==> src/rtl/uart_seg_pkg.sv <==
// Shared types and seven-segment glyph tables for the UART-to-display path.
// All glyphs are active-low, bit order {dp,g,f,e,d,c,b,a}.
package uart_seg_pkg;

  typedef enum logic [2:0] {
    ST_IDLE  = 3'd0,
    ST_START = 3'd1,
    ST_DATA  = 3'd2,
    ST_STOP  = 3'd3,
    ST_BREAK = 3'd4
  } state_t;

  localparam logic [7:0] SEG_BLANK = 8'hFF;
  localparam logic [7:0] SEG_DASH  = 8'hBF;
  localparam logic [7:0] SEG_BAD   = 8'h7F;

  function automatic logic [7:0] hex_seg(input logic [3:0] nib);
    logic [7:0] seg;
    case (nib)
      4'h0: seg = 8'hC0;
      4'h1: seg = 8'hF9;
      4'h2: seg = 8'hA4;
      4'h3: seg = 8'hB0;
      4'h4: seg = 8'h99;
      4'h5: seg = 8'h92;
      4'h6: seg = 8'h82;
      4'h7: seg = 8'hF8;
      4'h8: seg = 8'h80;
      4'h9: seg = 8'h90;
      4'hA: seg = 8'h88;
      4'hB: seg = 8'h83;
      4'hC: seg = 8'hC6;
      4'hD: seg = 8'hA1;
      4'hE: seg = 8'h86;
      default: seg = 8'h8E;
    endcase
    return seg;
  endfunction

  // Letters 'A'-'F' and 'a'-'f' have low nibbles 1-6, so +9 maps them to 10-15.
  function automatic logic [7:0] ascii_to_seg(input logic [7:0] ch);
    if (ch >= 8'h30 && ch <= 8'h39)
      return hex_seg(ch[3:0]);
    else if ((ch >= 8'h41 && ch <= 8'h46) || (ch >= 8'h61 && ch <= 8'h66))
      return hex_seg(ch[3:0] + 4'd9);
    else if (ch == 8'h2D)
      return SEG_DASH;
    else if (ch == 8'h20)
      return SEG_BLANK;
    else
      return SEG_BAD;
  endfunction

endpackage

==> src/rtl/uart_rx_core.sv <==
// 8N1 receiver: input synchroniser, framing FSM and shift register.
// valid/frame_err are single-cycle strobes on the stop-bit sample.
//
// state    | meaning
// ---------+--------------------------------------------------------
// ST_IDLE  | line idle, waiting for a synced falling edge
// ST_START | counting to mid start bit to reject glitches
// ST_DATA  | sampling 8 data bits LSB first, one per bit time
// ST_STOP  | waiting for mid stop bit, accept or flag framing error
// ST_BREAK | line held low after a framing error, wait for high
module uart_rx_core
  import uart_seg_pkg::*;
#(
  parameter int CPB = 1250
) (
  input  logic       clk_12mhz,
  input  logic       rst,
  input  logic       uart_rx,
  output logic [7:0] data,
  output logic       valid,
  output logic       frame_err,
  output logic       busy
);

  localparam int HALF  = CPB / 2;
  localparam int CNT_W = $clog2(CPB);
  localparam logic [CNT_W-1:0] CNT_LAST = CNT_W'(CPB - 1);
  localparam logic [CNT_W-1:0] CNT_HALF = CNT_W'(HALF - 1);

  logic             rx_meta;
  logic             rxs;
  state_t           state;
  logic [CNT_W-1:0] cnt;
  logic [2:0]       idx;
  logic [7:0]       shift;

  always_ff @(posedge clk_12mhz or posedge rst) begin
    if (rst) begin
      rx_meta <= 1'b1;
      rxs     <= 1'b1;
    end else begin
      rx_meta <= uart_rx;
      rxs     <= rx_meta;
    end
  end

  always_ff @(posedge clk_12mhz or posedge rst) begin
    if (rst) begin
      state <= ST_IDLE;
      cnt   <= '0;
      idx   <= '0;
      shift <= '0;
    end else begin
      case (state)
        ST_IDLE: begin
          cnt <= '0;
          if (!rxs) state <= ST_START;
        end
        ST_START: begin
          if (cnt == CNT_HALF) begin
            cnt   <= '0;
            idx   <= '0;
            state <= rxs ? ST_IDLE : ST_DATA;
          end else begin
            cnt <= cnt + 1'b1;
          end
        end
        ST_DATA: begin
          if (cnt == CNT_LAST) begin
            cnt   <= '0;
            shift <= {rxs, shift[7:1]};
            idx   <= idx + 1'b1;
            if (idx == 3'd7) state <= ST_STOP;
          end else begin
            cnt <= cnt + 1'b1;
          end
        end
        ST_STOP: begin
          if (cnt == CNT_LAST) begin
            cnt   <= '0;
            state <= rxs ? ST_IDLE : ST_BREAK;
          end else begin
            cnt <= cnt + 1'b1;
          end
        end
        ST_BREAK: begin
          cnt <= '0;
          if (rxs) state <= ST_IDLE;
        end
        default: begin
          state <= ST_IDLE;
          cnt   <= '0;
        end
      endcase
    end
  end

  assign data      = shift;
  assign valid     = (state == ST_STOP) && (cnt == CNT_LAST) && rxs;
  assign frame_err = (state == ST_STOP) && (cnt == CNT_LAST) && !rxs;
  assign busy      = (state != ST_IDLE);

endmodule

==> src/rtl/uart_rx_seg.sv <==
// UART receiver driving the common-anode seven-segment pins and status LEDs.
// Display, data and error flag all register on the same edge as rx_valid.
module uart_rx_seg
  import uart_seg_pkg::*;
#(
  parameter int CLK_HZ   = 12000000,
  parameter int BAUD     = 9600,
  parameter int LED_HOLD = 1200000
) (
  input  logic       clk_12mhz,
  input  logic       rst,
  input  logic       uart_rx,
  output logic [7:0] rx_data,
  output logic       rx_valid,
  output logic [7:0] seg_pins,
  output logic       led_green,
  output logic       led_red,
  output logic       led_blue
);

  localparam int CPB    = CLK_HZ / BAUD;
  localparam int HOLD_W = $clog2(LED_HOLD + 1);

  logic [7:0]        core_data;
  logic              core_valid;
  logic              core_err;
  logic              core_busy;
  logic [HOLD_W-1:0] hold_cnt;

  uart_rx_core #(
    .CPB(CPB)
  ) u_core (
    .clk_12mhz (clk_12mhz),
    .rst       (rst),
    .uart_rx   (uart_rx),
    .data      (core_data),
    .valid     (core_valid),
    .frame_err (core_err),
    .busy      (core_busy)
  );

  always_ff @(posedge clk_12mhz or posedge rst) begin
    if (rst) begin
      rx_data  <= '0;
      rx_valid <= 1'b0;
      seg_pins <= SEG_BLANK;
      led_red  <= 1'b0;
    end else begin
      rx_valid <= core_valid;
      if (core_valid) begin
        rx_data  <= core_data;
        seg_pins <= ascii_to_seg(core_data);
        led_red  <= 1'b0;
      end else if (core_err) begin
        led_red  <= 1'b1;
      end
    end
  end

  // Activity stretch; a new byte restarts the full hold period.
  always_ff @(posedge clk_12mhz or posedge rst) begin
    if (rst)
      hold_cnt <= '0;
    else if (rx_valid)
      hold_cnt <= HOLD_W'(LED_HOLD);
    else if (hold_cnt != '0)
      hold_cnt <= hold_cnt - 1'b1;
  end

  assign led_green = (hold_cnt != '0);
  assign led_blue  = core_busy;

endmodule

==> config.mk <==
export PLATFORM = sky130hd
export DESIGN_NAME = uart_rx_seg
export DESIGN_NICKNAME = d
export VERILOG_FILES = /design/src/rtl/uart_seg_pkg.sv /design/src/rtl/uart_rx_core.sv /design/src/rtl/uart_rx_seg.sv
export SDC_FILE = /design/constraint.sdc
export NUM_CORES = 1
export LEC_CHECK = 0
export ABC_AREA = 1
export CAP_MARGIN = 20
export CORE_UTILIZATION = 27
export DETAILED_ROUTE_END_ITERATION = 7
export SYNTH_ARGS = -nofsm -noshare
export SYNTH_HDL_FRONTEND = slang
export SYNTH_SLANG_ARGS = --single-unit
export TNS_END_PERCENT = 5
==> constraint.sdc <==
create_clock -name clk_12mhz -period 1.79 [get_ports clk_12mhz]
set_input_delay 0.2685 -clock clk_12mhz [delete_from_list [all_inputs] [get_ports clk_12mhz]]
set_output_delay 0.2685 -clock clk_12mhz [all_outputs]
set_load 0.01 [all_outputs]
# [Yosys cells after proc, flatten, opt, wreduce, memory -nomap -nowiden]
# Memory sizes are Yosys's and may differ from the RTL's.
# Index checks and enable logic that the tools add are counted.
[totals] regBits=66 input_bits=3 n_memories=2 output_inout_bits=20 romBits=224 elab_cells=79
[memory_table] memory="(no name shown)" words=16 width=7 rd=1 rd_ports_with_merged_regs=0 write_ports=0 line_no="uart_seg_pkg.sv:19" text="case (nib)"
[memory_table] memory="(no name shown)" words=16 width=7 rd=1 rd_ports_with_merged_regs=0 write_ports=0 line_no="uart_seg_pkg.sv:19"
[op_classes] order_cmp=6 n_eq_ne=15 muxes=23 addsub=4 reduce_logical=18
[ops] cell="$mux W21" count=2
[ops] cell="$mux W8" count=4
[ops] cell="$mux W3" count=9
[ops] cell="$mux W11" count=2
[ops] cell="$pmux W11 S2" count=1
[ops] cell="$reduce_bool A21 Y1" count=1
[ops] cell="$sub A21 B1 Y21 const B" count=1
[ops] cell="$eq A8 B6 Y1 const B" count=2
[ops] cell="$ge A8 B7 Y1 const B" count=2
[ops] cell="$le A8 B7 Y1 const B" count=2
[ops] cell="$pmux W3 S5" count=1
[ops] cell="$add A11 B1 Y11 const B" count=1
[ops] cell="$eq A11 B10 Y1 const B" count=1
[ops] cell="$eq A11 B11 Y1 const B" count=1
[ops] cell="$ne A2 B1 Y1 const B" count=5
[ops] cell="$ge A8 B6 Y1 const B" count=1
[ops] cell="$le A8 B6 Y1 const B" count=1
[ops] cell="$eq A3 B2 Y1 const B" count=2
[ops] cell="$eq A3 B3 Y1 const B" count=2
[ops] cell="$logic_and A1 B1 Y1" count=6
[ops] cell="$pmux W3 S2" count=1
[ops] cell="$reduce_and A6 Y1" count=1
[ops] cell="$reduce_bool A2 Y1" count=3
[ops] cell="$add A4 B4 Y4 const B" count=1
[ops] cell="other kinds (12)" count=13

# [Depth between registers and ports, before layout]
# Gate-level depths: netlist of run 1.
[depth] depth_word=5 mapped_depth=11 mapped_depth_nobuf=11

# [Hierarchy]
# From an unflattened synthesis of run 1, not the netlist that was laid out.
[hier_totals] cells_unflattened=547 hier_area_um2=4053.9
[by_module_without_submodules] mod="uart_rx_seg" n_inst=1 seq_area_each_um2=985.9 area_each_um2=2595.0 cells_per_inst=366
[by_module_without_submodules] mod="uart_rx_core" n_inst=1 seq_area_each_um2=678.2 area_each_um2=1458.9 cells_per_inst=181

# [Least setup slack after synthesis of run 1]
# OpenSTA, ideal clock, no wires.
[synth_timing] path_type="flip-flop to flip-flop" start="register u_core.shift[1] (netlist: u_core.data[1])" end="register seg_pins[5]" t_required_ns=1.730 setup_ns=0.060 setup_slack_ns=0.234 arrival_time_ns=1.496 synth_period_minus_slack_ns=1.556 path_stages_with_launch=11 path_buffers=0 path_cell_list="dfrtp_1 inv_1 ha_1 inv_1 nor2_1 nand3_1 nand2_1 inv_1 o21ai_0 nand3_1 nand2_1"
[synth_between] elab_chain_len=5 word_cells_on_any_way=17 classes_between="add/sub: 1; order compare: 6; eq/ne: 1; mux: 3; reduce/logical: 4; memory: 2"
[synth_rtl] element="start: declaration" line_no="uart_rx_core.sv:35" text="logic [7:0] shift;"
[synth_rtl] element="start signal: assignment" line_no="uart_rx_core.sv:71" text="shift <= {rxs, shift[7:1]};"
[synth_rtl] element="branches (longest 4 deep; another with $mem_v2 Z16 W7)"
[synth_rtl] element="$mux W8 *" line_no="uart_seg_pkg.sv:42" text="if (ch >= 8'h30 && ch <= 8'h39)"
[synth_rtl] element="end signal: assignment" line_no="uart_rx_seg.sv:52" text="seg_pins <= ascii_to_seg(core_data);"
[synth_rtl] element="end: declaration" line_no="uart_rx_seg.sv:15" text="output logic [7:0] seg_pins,"
# Every way passes the cells marked *.
# A chain may end at the register's enable or synchronous reset.

# [Worst setup path after layout of run 1]
[layout_timing] start="register u_core.state[0]" end="output led_blue"
[layout_between] elab_chain_len=1
[layout_rtl] element="start: declaration" line_no="uart_rx_core.sv:32" text="state_t state;"
[layout_rtl] element="start signal: assignment" line_no="uart_rx_core.sv:63" text="state <= rxs ? ST_IDLE : ST_DATA;"
[layout_rtl] element="start signal: assignment" line_no="uart_rx_core.sv:81" text="state <= rxs ? ST_IDLE : ST_BREAK;"
[layout_rtl] element="$reduce_bool A3 Y1" line_no="uart_rx_core.sv:101" text="assign busy = (state != ST_IDLE);"
[layout_rtl] element="end: declaration" line_no="uart_rx_seg.sv:18" text="output logic led_blue"
# Every way passes these cells.

==> parameters.txt, run 1 <==
Parameter                              Value

Drt
  Pre-Repair DR Iteration Count    5
  Final wirelength    between 9 and 10 mm
  Number of DRC markers after the initial detailed-route iteration    about 160
  Vias post-DR    around 3500
  DRC errors left    0
  Via density per instance    ~4.5
  Number of routed nets with antenna violations    0
  Wirelength per Cell    roughly 12 microns

Flow run
  Max Cap Violations    0

Floorplanning
  CORE AREA    roughly 14000 sq um
  Die outline height    between 100 and 150 microns
  Standard-cell row count    between 40 and 50
  Die Width    roughly 120 microns
  Starting density of the core    0.2760
  Die area    around 15000 sq um
  I/O pin count    23

Synthesis
  Synthesis-stage register bit count    66
  Fraction of the yosys area taken by sequential cells    0.4164
  Post-synthesis instance area    between 3000 and 4000 sq um
  Number of distinct library cells after synthesis    40
  Post-synth net total    between 500 and 600
  Total of warnings raised by yosys    0
  Synthesized area per cell    between 7 and 8 sq um
  Post-synthesis instance total    around 560

STA
  Post-route fraction of the period consumed by the critical path    0.9561
  Setup violations, final    0
  Setup total negative slack    0 ns
  Min cycle time layout    about 1.7 ns
  Setup repair after global routing missed its margin    true
  Final hold vios    0
  Worst Max-Slew Pin Slew    roughly 0.42 ns
  Upper clock frequency limit    just under 600 MHz
  Worst slew margin relative to its limit    0.7204
  Hold slack    0.2898 ns
  Final Slew Violations    0
  Worst Clk Skew    ~0.009 ns

CTS
  CTS tree    done
  Number of buffers between clock root and the deepest sink    2
  Hold-fix buffer count after cts    0
  CTS root buf    clkbuf_16
  Clock latency on the worst-skew pair    between 0.3 and 0.4 ns
  Clock transition at the registers of the reported paths    ~0.060 ns
  Htree depth    3
  Total number of clock tree sinks    66
  CTS Buf Count    9

Place
  Input/output buffers    22
  Post-detail-place hpwl    just under 7 mm
  Last weighted congestion value of the routability-driven placer    0.8858
  Cells after DPL    773

Setup path
  CP Launch Type    flop
  Arrival time at the worst endpoint    between 1 and 1.5 ns
  Type of the setup path with the least slack    reg -> out
  Required time worst endpoint    1.52 ns
  Kind of capture point of the worst setup path    output pin
  R2r setup slk    0.12 ns
  Worst-path fanout max    4

Global route
  Number of antenna violations at the first check in global routing    0
  Leftover overflow at the end of global routing    0
  Via count of the first global-routing pass    between 3000 and 4000
  Largest net degree at the start of global routing    31
  Gr usage total    0.1379
  Global-route wire length before repair    between 15 and 20 mm

Pwr
  Cell internal power dissipation    roughly 0.0026 W
  Leakage component of the power    between 2 and 3 nW
  Part of the power in registers    0.448
  Share of power burned in the clock network    0.538
  Pwr per Cell Area    678.4 nW/um^2
  Switching power share of the total    0.2241
  Peak supply drop    approximately 430 uV
  Share of power burned in combinational logic    0.014
  Power spent charging and discharging nets    approximately 0.00075 W

Finish
  Fraction of layout cells with a size suffix above 1    0.1601
  Growth of design area from synthesis to finish    23.54%
  Number of nets in the layout    ~620
  Fin cells    790
  Number of antenna repair diodes    0

Outcome
  Result of the run    completed

Min path
  Type of the tightest min-delay check    in -> async
## synth_stat cells (all sizes together)
| cell type | instances | area (sq um) |
|---|---|---|
| xnor2 | 2 | 17.52 |
| xor2 | 6 | 52.55 |
| dfrtp | 56 | 1401 |
| nand4 | 13 | 81.33 |
| o22ai | 2 | 12.51 |
| nand3 | 51 | 260.3 |
| a21o | 3 | 22.52 |
| nand2 | 163 | 621.8 |
| o211ai | 2 | 15.01 |
| a31oi | 1 | 6.260 |
| o21a | 1 | 7.510 |
| or2 | 3 | 18.77 |
| nand3b | 3 | 22.52 |
| nor3b | 1 | 12.51 |
| nor3 | 8 | 56.31 |
| clkinv | 1 | 3.750 |
| and2 | 1 | 6.260 |
| a21oi | 5 | 28.78 |
| dfstp | 10 | 262.8 |
| ha | 14 | 175.2 |
| o21ai | 32 | 163.9 |
| inv | 75 | 281.5 |
| clkbuf | 3 | 12.51 |
| nor2 | 90 | 377.9 |
| buf | 9 | 56.30 |
| o31ai | 1 | 7.510 |
| a21boi | 1 | 11.26 |
## path summary, 6_finish.rpt
| check | depth (start not counted) | from | endpoint |
|---|---|---|---|
| setup / recovery | 3 | u_core.state[0]$_DFFE_PP0P_ | led_blue |
| hold / removal | 2 | rst | u_core.cnt[10]$_DFF_PP0_ |
| setup reg to reg | 7 | hold_cnt[9]$_DFFE_PP0P_ | hold_cnt[10]$_DFFE_PP0P_ |
| hold reg to reg | 0 | u_core.rx_meta$_DFF_PP1_ | u_core.rxs$_DFF_PP1_ |
| max in group asynchronous | 3 | rst | seg_pins[0]$_DFFE_PP1P_ |
| min in group clk_12mhz | 1 | uart_rx | u_core.rx_meta$_DFF_PP1_ |
## cells by family after synthesis
group | share of synthesized area
and+or+nand+nor | 0.3647
xor gates and xnor gates | 0.01753
DFF | 0.4164
AOI/OAI and AO/OA | 0.06888
buffers and inverters | 0.08860
adders and majority gates | 0.04383
## metal layers
| metal | wire, microns | global-route usage |
|---|---|---|
| met3 | 345 | 0.02930 |
| met5 | 0 | 0 |
| met1 | 4269 | 0.1636 |
| met4 | 157 | 0.05572 |
| met2 | 4666 | 0.2406 |
## stage by stage
step	cell area (sq um)	utilization	power (W)	worst slack (ns)
after floorplan	4000	-	0.001549	0.2340
after global placement	4572	0.3158	0.001576	0.08399
after detailed placement	4572	0.3158	0.001577	0.05341
after CTS	4906	0.3388	0.003408	0.01146
after global routing	4937	0.3410	0.003470	-0.02945
final	4937	0.3410	0.003349	0.07866
## power by group through the flow
| stage | logic, W | clock network [W] | registers, W |
|---|---|---|---|
| after floorplan | 0.0000237 | 0 | 0.00153 |
| after global placement | 0.0000500 | 0 | 0.00153 |
| after detailed placement | 0.0000504 | 0 | 0.00153 |
| after CTS | 0.0000502 | 0.00186 | 0.00150 |
| after global routing | 0.0000558 | 0.00192 | 0.00150 |
| final | 0.0000464 | 0.00180 | 0.00150 |
## flip-flops by register name, indices dropped and copies added (netlist names)
name	count
u_core.state	3
u_core.rxs	1
led_red	1
hold_cnt	21
u_core.idx	3
rx_valid	1
u_core.rx_meta	1
rx_data	8
u_core.cnt	11
u_core.data	8
seg_pins	8
## critical path, cell delays in order, from the launching register on
cell and delay (ns):
dfrtp_1 0.44, nor2_4 0.15, nand2_1 0.06, clkdlybuf4s50_1 0.47
## cell type report
class | count | area (sq um)
well taps | 184 | 230.2
inverters | 76 | 289.0
multi-input cells | 403 | 2033
flip-flops and latches | 66 | 1668
fillers | 1516 | 9542
clock buffers | 9 | 225.2
repair buffers | 45 | 412.9
clock inverters | 7 | 78.83
## placed cells by master (no fill, tap or decap), types with 2 or more instances in the layout
| cell | Yosys | routed |
|---|---|---|
| xnor2_1 | 2 | 2 |
| a21o_1 | 3 | 3 |
| o22ai_1 | 2 | 2 |
| o211ai_1 | 2 | 2 |
| nand3_1 | 50 | 49 |
| nand3_2 | 1 | 2 |
| o21ai_1 | 11 | 11 |
| or2_2 | 3 | 3 |
| nand2_2 | 4 | 5 |
| nor2_4 | 1 | 4 |
| nor2_1 | 76 | 69 |
| clkbuf_16 | 0 | 9 |
| clkinvlp_4 | 0 | 4 |
| clkdlybuf4s50_1 | 0 | 21 |
| inv_1 | 72 | 70 |
| dfstp_2 | 10 | 10 |
| ha_1 | 14 | 12 |
| dfrtp_2 | 0 | 3 |
| nor2_2 | 13 | 17 |
| nand4_1 | 13 | 13 |
| nand3b_1 | 3 | 3 |
| clkinv_4 | 0 | 2 |
| buf_4 | 2 | 21 |
| nor3_1 | 6 | 6 |
| o21ai_0 | 20 | 20 |
| buf_12 | 0 | 2 |
| dfrtp_1 | 56 | 53 |
| xor2_1 | 6 | 6 |
| inv_2 | 3 | 4 |
| nand2_1 | 159 | 158 |
| a21oi_1 | 4 | 4 |
## repair_timing
item                                    CTS  global route
pin swaps                                 1             1
resized for setup                         9            13
endpoints found under the setup margin    2            18
buffers inserted                          1             0
hold endpoints to repair                  0             0
(Power assumes the default switching activity.)
==> inputs of run 2 (changes only) <==
--- a/config.mk
+++ b/config.mk
@@ -7,6 +7,7 @@
 export LEC_CHECK = 0
 export ABC_AREA = 1
 export CAP_MARGIN = 20
+export CORE_MARGIN = 10
 export CORE_UTILIZATION = 27
 export DETAILED_ROUTE_END_ITERATION = 7
 export SYNTH_ARGS = -nofsm -noshare
==> run 2 against run 1 <==
Combinational power shrank 11%. Clock power grew 7%. Sequential power is essentially flat. Sequential share of layout area grew 0.069 points. Clock skew shrank 0.0019 ns. Via count shrank 0.99%. Non-clock buffer count shrank 1. Worst hold slack gained 0.048 ns. Flip-flop and latch count is the same. Critical endpoint is now seg_pins[7]. Largest power group unchanged.
==> parameters.txt, run 2 (synthesized netlist as in run 1, its figures left out) <==
Parameter                              Value

Outcome
  Result of the run    completed

Pwr
  Leakage component of the power    roughly 2.6 nW
  Pwr per Cell Area    705.0 nW/um^2
  Peak supply drop    ~430 uV

STA
  Upper clock frequency limit    just under 600 MHz
  Setup total negative slack    0 ns
  Worst slew margin relative to its limit    0.7379
  Setup violations, final    0
  Min cycle time layout    about 1.7 ns
  Setup repair after global routing missed its margin    true
  Final hold vios    0
  Final Slew Violations    0
  Worst Max-Slew Pin Slew    a little under 0.4 ns
  Post-route fraction of the period consumed by the critical path    0.9466
  Worst Clk Skew    0.007052 ns

Setup path
  Type of the setup path with the least slack    reg -> out
  Required time worst endpoint    between 1.5 and 2 ns
  Critical path buffers and inverters    1
  Kind of capture point of the worst setup path    output pin
  Crit-path leading delay family    flip-flops
  Worst-path fanout max    2
  Worst-path cell chain    clkdlybuf4s50_1
  Master of the slowest instance on the critical path    dfstp_2
  Arrival time at the worst endpoint    between 1 and 1.5 ns
  CP Launch Type    flop
  Worst stage delay on the critical path    roughly 0.55 ns

Floorplanning
  CORE AREA    between 10000 and 15000 sq um
  I/O pin count    23
  Die outline height    141.7 microns
  Starting density of the core    0.2750
  Die Width    141.7 microns
  Standard-cell row count    44
  Die area    20070 sq um

Global route
  Global-route wire length before repair    about 16 mm
  Via count of the first global-routing pass    3450
  Leftover overflow at the end of global routing    0
  Largest net degree at the start of global routing    67
  Gr usage total    0.1000
  Number of antenna violations at the first check in global routing    0

Place
  Post-detail-place hpwl    around 6.9 mm
  Post-DP Area    4544 sq um
  Input/output buffers    22
  Last weighted congestion value of the routability-driven placer    ~0.91

Finish
  Register area    ~1700 sq um
  Leading cell type in the layout, fill and taps excluded    nand2_1
  Fraction of layout cells with a size suffix above 1    0.1570
  Number of antenna repair diodes    0
  Area of combinational cells with multiple inputs    ~2000 sq um
  Post-layout instance area    4923 sq um
  Most used cells in the layout excluding fill and tap cells    nand2_1 (158), inv_1 (70), nor2_1 (68)
  Flip-flop count of the largest register after layout    21
  Number of nets in the layout    ~620
  # fillers    between 1500 and 2000
  Top register by number of flip-flops    hold_cnt
  Post-layout util    0.3388
  Largest registers    hold_cnt (21), u_core.cnt (11)
  Growth of design area from synthesis to finish    23.20%

Drt
  Number of routed nets with antenna violations    0
  Final wirelength    about 9.4 mm
  Number of DRC markers after the initial detailed-route iteration    around 300
  DRC errors left    0
  Vias post-DR    3503
  Pre-Repair DR Iteration Count    4
  Wirelength per Cell    around 12 microns
  Via density per instance    about 4.4

CTS
  Hold-fix buffer count after cts    0
  Number of buffers between clock root and the deepest sink    2
  Htree depth    3
  CTS tree    done
  Total number of clock tree sinks    between 60 and 70
  CTS Buf Count    9
  Clock transition at the registers of the reported paths    0.06 ns
  CTS root buf    clkbuf_16
  Clock latency on the worst-skew pair    0.34 ns

Flow run
  Max Cap Violations    0

Min path
  Type of the tightest min-delay check    in -> reg
==> run 2: cell types whose count changed in the layout (fill, tap and decap cells not counted), sizes merged <==
cell | before | now
clkinvlp | 4 | 3
dlygate4sd2 | 0 | 1
bufinv | 1 | 2
clkdlybuf4s50 | 21 | 20
clkinv | 3 | 2
buf | 23 | 22
clkbuf | 10 | 11
==> run 2: per-stage QoR <==
step                std cells  setup WS [ns]  total power [W]  hold WS (ns)
floorplan                 557         0.2340         0.001549        0.2730
global placement          771         0.1150         0.001570        0.3494
detailed placement        771         0.1013         0.001571        0.3513
CTS                       789        0.03434         0.003545        0.3183
global route              789       -0.02237         0.003609        0.3466
finish                    789        0.09558         0.003471        0.3378
==> run 2: worst paths after layout <==
path / depth (start not counted) / slack [ns] / end / startpoint
min in group asynchronous: 3 / 0.37 / u_core.cnt[6]$_DFF_PP0_ / rst
worst max register to register: 10 / 0.15 / seg_pins[5]$_DFFE_PP1P_ / u_core.data[1]$_DFFE_PP0P_
max in group asynchronous: 3 / 1.08 / seg_pins[2]$_DFFE_PP1P_ / rst
worst min register to register: 0 / 0.36 / u_core.rxs$_DFF_PP1_ / u_core.rx_meta$_DFF_PP1_
worst max-delay path: 1 / 0.1 / seg_pins[7] / seg_pins[7]$_DFFE_PP1P_
worst min-delay path: 1 / 0.34 / u_core.rx_meta$_DFF_PP1_ / uart_rx
==> run 2: report_power, final <==
part / total (W) / switching, W / leakage, nW / internal (W)
Clock: 0.00193 / 0.000672 / 0.155 / 0.00126
Combinational: 0.0000411 / 0.0000309 / 1.53 / 0.0000102
Sequential: 0.00150 / 0.00000254 / 0.868 / 0.00150
Total: 0.00347 / 0.000705 / 2.55 / 0.00277
==> run 2: layer usage <==
layer  wire [microns]  GRT usage
met1             4258     0.1165
met2             4677     0.1686
met3              373    0.03638
met4              106    0.02797
met5                0          0
==> run 2: what timing repair did <==
| item | CTS | global route |
|---|---|---|
| endpoints found under the setup margin | 2 | 15 |
| pin swaps | 1 | 1 |
| buffers inserted | 2 | 0 |
| cloned | 0 | 0 |
| resized for setup | 10 | 9 |
==> run 2: final cells by class <==
class	count	area share
inverters	76	0.05870
repair buffers	44	0.07954
flip-flops and latches	66	0.3385
clock buffers	10	0.04854
multi-input cells	403	0.4099
well taps	184	0.04676
clock inverters	6	0.01804
